**config.mk**
```make
export PLATFORM = sky130hd
export DESIGN_NAME = alu_arbiter
export DESIGN_NICKNAME = d
export VERILOG_FILES = /design/src/rtl/calc_pkg.sv /design/src/rtl/rr_arbiter2.sv /design/src/rtl/alu_arbiter.sv
export SDC_FILE = /design/constraint.sdc
export NUM_CORES = 1
export LEC_CHECK = 0
export ABC_AREA = 1
export CAP_MARGIN = 20
export CORE_MARGIN = 8
export CORE_UTILIZATION = 35
export CTS_CLUSTER_SIZE = 28
export DETAILED_ROUTE_END_ITERATION = 6
export GPL_TIMING_DRIVEN = 0
export PLACE_DENSITY = 0.87
export SETUP_SLACK_MARGIN = 0.5
export SYNTH_ARGS = -nofsm -noshare
export SYNTH_HDL_FRONTEND = slang
export SYNTH_SLANG_ARGS = --single-unit
```
**constraint.sdc**
```tcl
create_clock -name clk -period 2.3 [get_ports clk]
set_input_delay 0.69 -clock clk [delete_from_list [all_inputs] [get_ports clk]]
set_output_delay 0.69 -clock clk [all_outputs]
set_load 0.02 [all_outputs]
```
**src/rtl/calc_pkg.sv**
```systemverilog
// Shared calculator definitions: ALU op codes, requester IDs and arbiter FSM states.
package calc_pkg;

  localparam logic [1:0] ALU_OP_ADD = 2'b00;
  localparam logic [1:0] ALU_OP_SUB = 2'b01;
  localparam logic [1:0] ALU_OP_MUL = 2'b10;
  localparam logic [1:0] ALU_OP_DIV = 2'b11;

  localparam logic REQ_CORE = 1'b0;
  localparam logic REQ_DISP = 1'b1;

  typedef enum logic [1:0] {
    IDLE     = 2'd0,
    ISSUE    = 2'd1,
    WAIT_RES = 2'd2
  } arb_state_t;

endpackage

```
**src/rtl/rr_arbiter2.sv**
```systemverilog
// Combinational two-way winner select; round-robin on last grant, or req0-first when
// ALU_ARB_FIXED_PRIO_EN is defined. win is meaningless when any is low.
module rr_arbiter2
  import calc_pkg::*;
(
  input  logic valid0,
  input  logic valid1,
  input  logic last,
  output logic any,
  output logic win
);

  assign any = valid0 | valid1;

`ifdef ALU_ARB_FIXED_PRIO_EN
  logic unused_last;
  assign unused_last = last;
  assign win = valid0 ? REQ_CORE : REQ_DISP;
`else
  always_comb begin
    win = REQ_CORE;
    if (valid0 && valid1) begin
      win = ~last;
    end else if (valid1) begin
      win = REQ_DISP;
    end
  end
`endif

endmodule

```
**src/rtl/alu_arbiter.sv**
```systemverilog
// Serializes whole ALU transactions from two requesters (>=3 cycles each plus ALU latency);
// ALU input_ready and requester result_ready stalls hold the FSM. Macro: ALU_ARB_FIXED_PRIO_EN.
module alu_arbiter
  import calc_pkg::*;
#(
  parameter int DATA_WIDTH = 16
) (
  input  logic                  clk,
  input  logic                  rst_n,
  input  logic [DATA_WIDTH-1:0] i_req0_a,
  input  logic [DATA_WIDTH-1:0] i_req0_b,
  input  logic [1:0]            i_req0_op,
  input  logic                  i_req0_signed,
  input  logic                  i_req0_valid,
  output logic                  o_req0_ready,
  output logic [DATA_WIDTH-1:0] o_req0_result,
  output logic                  o_req0_error,
  output logic                  o_req0_result_valid,
  input  logic                  i_req0_result_ready,
  input  logic [DATA_WIDTH-1:0] i_req1_a,
  input  logic [DATA_WIDTH-1:0] i_req1_b,
  input  logic [1:0]            i_req1_op,
  input  logic                  i_req1_signed,
  input  logic                  i_req1_valid,
  output logic                  o_req1_ready,
  output logic [DATA_WIDTH-1:0] o_req1_result,
  output logic                  o_req1_error,
  output logic                  o_req1_result_valid,
  input  logic                  i_req1_result_ready,
  output logic [DATA_WIDTH-1:0] o_alu_input_a,
  output logic [DATA_WIDTH-1:0] o_alu_input_b,
  output logic [1:0]            o_alu_input_op,
  output logic                  o_alu_input_signed,
  output logic                  o_alu_input_valid,
  input  logic                  i_alu_input_ready,
  input  logic [DATA_WIDTH-1:0] i_alu_result,
  input  logic                  i_alu_error,
  input  logic                  i_alu_result_valid,
  output logic                  o_alu_result_ready
);

  arb_state_t state;
  logic       grant;
  logic       last_grant;
  logic       win;
  logic       any;
  logic       in_idle;
  logic       in_wait;
  logic       to0;
  logic       to1;
  logic       res_hs;

  rr_arbiter2 u_rr (
    .valid0 (i_req0_valid),
    .valid1 (i_req1_valid),
    .last   (last_grant),
    .any    (any),
    .win    (win)
  );

`ifdef ALU_ARB_FIXED_PRIO_EN
  assign last_grant = REQ_DISP;
`endif

  // ready is an accept strobe, so it must not fire while reset holds the FSM.
  assign in_idle      = rst_n && (state == IDLE);
  assign o_req0_ready = in_idle && any && (win == REQ_CORE);
  assign o_req1_ready = in_idle && any && (win == REQ_DISP);

  assign in_wait = (state == WAIT_RES);
  assign to0     = in_wait && (grant == REQ_CORE);
  assign to1     = in_wait && (grant == REQ_DISP);

  assign o_req0_result_valid = to0 && i_alu_result_valid;
  assign o_req0_result       = to0 ? i_alu_result : '0;
  assign o_req0_error        = to0 && i_alu_error;
  assign o_req1_result_valid = to1 && i_alu_result_valid;
  assign o_req1_result       = to1 ? i_alu_result : '0;
  assign o_req1_error        = to1 && i_alu_error;

  assign o_alu_result_ready = (to0 && i_req0_result_ready) || (to1 && i_req1_result_ready);
  assign res_hs             = i_alu_result_valid && o_alu_result_ready;

  always_ff @(posedge clk or negedge rst_n) begin
    if (!rst_n) begin
      state              <= IDLE;
      grant              <= REQ_CORE;
`ifndef ALU_ARB_FIXED_PRIO_EN
      last_grant         <= REQ_DISP;  // "req1 went last" makes req0 win the first tie
`endif
      o_alu_input_a      <= '0;
      o_alu_input_b      <= '0;
      o_alu_input_op     <= '0;
      o_alu_input_signed <= 1'b0;
      o_alu_input_valid  <= 1'b0;
    end else begin
      unique case (state)
        IDLE: begin
          if (any) begin
            o_alu_input_a      <= (win == REQ_DISP) ? i_req1_a      : i_req0_a;
            o_alu_input_b      <= (win == REQ_DISP) ? i_req1_b      : i_req0_b;
            o_alu_input_op     <= (win == REQ_DISP) ? i_req1_op     : i_req0_op;
            o_alu_input_signed <= (win == REQ_DISP) ? i_req1_signed : i_req0_signed;
            o_alu_input_valid  <= 1'b1;
            grant              <= win;
            state              <= ISSUE;
          end
        end
        ISSUE: begin
          if (i_alu_input_ready) begin
            o_alu_input_valid <= 1'b0;
            state             <= WAIT_RES;
          end
        end
        WAIT_RES: begin
          if (res_hs) begin
`ifndef ALU_ARB_FIXED_PRIO_EN
            last_grant <= grant;
`endif
            state <= IDLE;
          end
        end
        default: state <= IDLE;
      endcase
    end
  end

endmodule

```
Word level (Yosys, flattened, before mapping)
Index checks and enable logic that the tools add are counted.
- equal/unequal tests: 5
- multiplexer cells: 15
- bitwise logic cells: 4
- reductions and logical operators: 21
- operators by type and width (kind ; number):
    $mux 16 ; 4
    $logic_and 1x1->1 ; 14
    $mux 2 ; 4
    $pmux 2 s3 ; 1
    $reduce_and 3->1 ; 2
    $mux 1 ; 5
    $ne 2x2->1 const B ; 2
    $reduce_and 2->1 ; 2
    $not 1->1 ; 3
    $eq 2x1->1 const B ; 1
    $eq 2x2->1 const B ; 1
    $logic_not 2->1 ; 1
    $ne 2x1->1 const B ; 1
    $pmux 1 s2 ; 1
    $reduce_bool 2->1 ; 1
    $logic_or 1x1->1 ; 1
    $or 1x1->1 ; 1
- register bits after elaboration: 40
- input port bits: 95
- logic and storage cells: 53

Longest topological paths before layout
- depth after elaboration: 7
- gate-level depth with buffers: 6
- mapped depth without buffers: 6

Cells and area by module
A second synthesis with hierarchy kept.
- cell total of the unflattened synthesis: 317
- area, all modules: 2333.5 um^2
- modules (own cells, without submodules) (module ; times used ; cells an instance ; area each (um^2) ; seq. area each (um^2)):
    alu_arbiter ; 1 ; 314 ; 2318.5 ; 1002.2
    rr_arbiter2 ; 1 ; 3 ; 15.0 ; 0.0

Least setup slack after synthesis
Ideal clock, no wire load.
- path kind: input -> output
- start: in i_req0_valid
- end: out o_req0_ready
- data arrival time: 1603 ps
- slack: 7 ps
- stages: 5
- buffers on the path: 1
- cell sequence: nand2_1 > nand2_2 > inv_2 > buf_2 > nor3_1
- word-level cells in the longest chain between the ends: 4
- elaborated cells on any way between the ends: 6
- those cells by class: mux: 1; bitwise: 2; reduce/logical: 3
- ends and longest elaborated chain (element ; line ; source):
    from (decl) ; alu_arbiter.sv:14 ; input logic i_req0_valid,
    $logic_and 1x1->1 ; rr_arbiter2.sv:22 ; if (valid0 && valid1) begin
    $mux 1 ; rr_arbiter2.sv:22 ;
    $not 1->1 ; alu_arbiter.sv:67 ; assign o_req0_ready = in_idle && any && (win == REQ_CORE);
    $logic_and 1x1->1 * ; alu_arbiter.sv:67 ;
    to (decl) ; alu_arbiter.sv:15 ; output logic o_req0_ready,
Every way passes the cells marked *; elsewhere a longest branch is shown, timed or not.

Worst setup path after layout
- start: reg state[1]
- end: out o_req1_result[0]
- word-level cells in the longest chain between the ends: 3
- ends and longest elaborated chain (element ; line ; source):
    from (decl) ; alu_arbiter.sv:42 ; arb_state_t state;
    from (signal assigned) ; alu_arbiter.sv:86 ; state <= IDLE;
    from (signal assigned) ; alu_arbiter.sv:106 ; state <= ISSUE;
    from (signal assigned) ; alu_arbiter.sv:112 ; state <= WAIT_RES;
    $eq 2x2->1 ; alu_arbiter.sv:70 ; assign in_wait = (state == WAIT_RES);
    $logic_and 1x1->1 ; alu_arbiter.sv:72 ; assign to1 = in_wait && (grant == REQ_DISP);
    $mux 16 ; alu_arbiter.sv:78 ; assign o_req1_result = to1 ? i_alu_result : '0;
    to (decl) ; alu_arbiter.sv:26 ; output logic [DATA_WIDTH-1:0] o_req1_result,
No other way between the ends.

==> summary.txt <==
Status: finished clean
Synth Area in XOR/XNOR: 0%
Die area: 0.00857 mm²
Most frequent cells in the layout: 77 x nand2_1, 71 x clkdlybuf4s50_1, 55 x dlygate4sd2_1, 43 x buf_6, 39 x dfrtp_1
Final Cycle Share: 94.7%
CP cell instances: inv_2, nor2_4, nand2_4, buf_8, nor2_4, buf_6
Yosys warnings: 0
Die Y: 92.6 µm
Reg area: 0.00100 mm²
Startpoint types: register
Global-route wire length before repair: 15.1 mm
Core Area: 0.00578 mm²
Yosys top cell by area: dfrtp_1
Post-Synth Simple-Gate Area: 31.4%
Commonest non-fill, non-tap cell in the layout: nand2_1
Pwr per Cell Area: 1050 mW/mm²
# H-tree levels: 2
Drt pass-1 iters: 4
Seq/Total Area, Yosys: 48.8%
Routed Antenna Nets: 0
# rows: 28
Sum of negative setup slack: 0 ns
Gp weighted congestion: 0.744
Worst setup margin: 0.121 ns
Area of the multi-input gates: 0.00119 mm²
Area grow syn2layout: 119%
Buffer and inverter count on the worst path: 3
Synthesized area per cell: 7.31 µm²
Yosys top cell area share: 47.5%
Clk Latency, worst-skew pair: 0.28 ns
Fill count: 446
Actual slew at the worst max-slew pin: 0.256 ns
Crit. End Element: output port
Longest Clk Path Bufs: 2
Root buf cell: clkbuf_8
Vias in the first global route: 2927
Max-Cap Viols: 0
Hold Crit Class: input port to asynchronous set/reset pin
Grt total ovfl: 0
Post-synthesis cell area: 0.00205 mm²
CTS clk-pin slew, worst paths: 0.08 ns
Hold-fix buffers at CTS: 0
Pre-CTS setup slack: -1.01 ns
Unrepaired setup endpoints after global routing: yes
Die X: 92.6 µm
IO Count: 170
Worst Skew: 0.00355 ns
Initial antenna violation count: 1
WS Path Type: register to output port
Layout cells sized above 1: 31.0%
Post-synthesis register bit count: 40
PortBufs: 169
Adder-cell share of the synthesized area: 0%
DRC: 0
# setup viols final: 0
Total Nets Final: 572
Crit path largest cell delay: 0.40 ns
Max Slew Vio Count: 0
Compound-cell area share of the yosys netlist: 11.3%
LEAKAGE: 0.00205 µW
Vias per Instance: 4.91
Worst EP arrival: 1.49 ns
Max VDD drop: 0.000690 V
Starting Density: 35.5%
Crit-path max FO: 4
Num CTS Buffers: 5
Fin crit period: 2.18 ns
Net count after synthesis: 376
Post-synthesis mux area share: 0%
Final wirelength: 9.89 mm
Wirelength per Cell: 17.9 µm
Top cells by area, synth: dfrtp_1 48%, nand2_1 15%, nor2_1 13%
Slew margin rel.: 83.0%
Yosys cell types: 18
Main combinational cell family by area after synthesis: simple AND/OR/NAND/NOR gates
Post-DP HPWL: 6.58 mm
Clock Sinks: 40
Hold slack final: 0.244 ns
Largest net degree at the start of global routing: 42
Kind of cell adding the most delay to the critical path: simple AND/OR/NAND/NOR gates
Post-synthesis instance total: 281
CP required: 1.61 ns
Slowest CP cell: dfrtp_1
Overall Global Routing Usage: 21.9%
Final core occ: 77.6%
Most used cell, CP: nor2_4
TritonCTS clock tree: built
Vias: 2713
Max Freq: 459 MHz
Iter 0 DRT Violations: 113
Final Hold Viols: 0
==> worst paths after layout <==
kind | cells past startpoint | slack (ns) | endpoint | startpoint
worst min register to register | 2 | 0.49 | o_alu_input_valid$_DFFE_PN0P_ | o_alu_input_valid$_DFFE_PN0P_
min in group clk | 2 | 0.49 | o_alu_input_valid$_DFFE_PN0P_ | o_alu_input_valid$_DFFE_PN0P_
worst min-delay path | 1 | 0.24 | o_alu_input_b[0]$_DFFE_PN0P_ | rst_n
worst max register to register | 6 | 0.84 | o_alu_input_b[12]$_DFFE_PN0P_ | last_grant$_DFFE_PN1P_
max in group asynchronous | 1 | 1.79 | last_grant$_DFFE_PN1P_ | rst_n
worst max-delay path | 6 | 0.12 | o_req1_result[0] | state[1]$_DFFE_PN0P_
==> repair_timing <==
action | CTS | global route
pin swaps | 35 | 20
endpoints found under the hold margin | 0 | 0
gates cloned | 1 | 0
endpoints found under the setup margin | 96 | 39
resized for setup | 380 | 12
buffers inserted | 16 | 3
==> sequential cells by signal, indices dropped and copies added (netlist names) <==
name / cells
o_alu_input_op: 2
o_alu_input_a: 16
state: 2
last_grant: 1
grant: 1
o_alu_input_valid: 1
o_alu_input_signed: 1
o_alu_input_b: 16
==> synth_stat cells, drive strengths merged <==
library cell / instances
nand2: 84
nor2: 75
dfrtp: 39
a31oi: 35
inv: 25
buf: 15
nand4: 2
and3: 1
dfstp: 1
nand3: 1
nor3: 1
o21ai: 1
o31ai: 1
==> through the flow <==
stage,area (µm²),total power (µW),std cells
finish,4490,4690,553
global placement,3950,3920,525
CTS,4410,4600,549
floorplan,2160,2690,281
global route,4490,4980,553
detailed placement,3940,3980,525
==> power by group <==
| group | internal, µW | total, µW | switching [µW] |
|---|---|---|---|
| registers | 1060 | 1260 | 191 |
| clock network | 207 | 437 | 231 |
| logic | 1290 | 3000 | 1710 |
| total | 2560 | 4690 | 2130 |
==> final cells by class <==
cell class              instances  area share [%]
diodes                          1          0.0558
plain buffers                  15            2.84
clock buffers                   6            1.62
clock inverters                 1           0.112
inverters                      25            2.26
multi-input cells             201            26.5
flip-flops and latches         40            22.3
well taps                      75            2.09
repair buffers                189            42.2
==> cell families (layout without fill, tap and decap cells) <==
logic type | Yosys count | after routing
DFF | 40 | 40
other | 0 | 1
buffers and inverters | 40 | 236
AOI/OAI and AO/OA | 37 | 37
and+or+nand+nor | 164 | 164
==> per-layer routing <==
layer	wire length (µm)	global-route usage, %	part of all wire (%)
met1	3330	21.6	34
met2	5450	42.0	55
met3	844	7.93	8.5
met4	269	5.91	2.7
met5	0	0	0
Power figures use the tool's default switching activity.
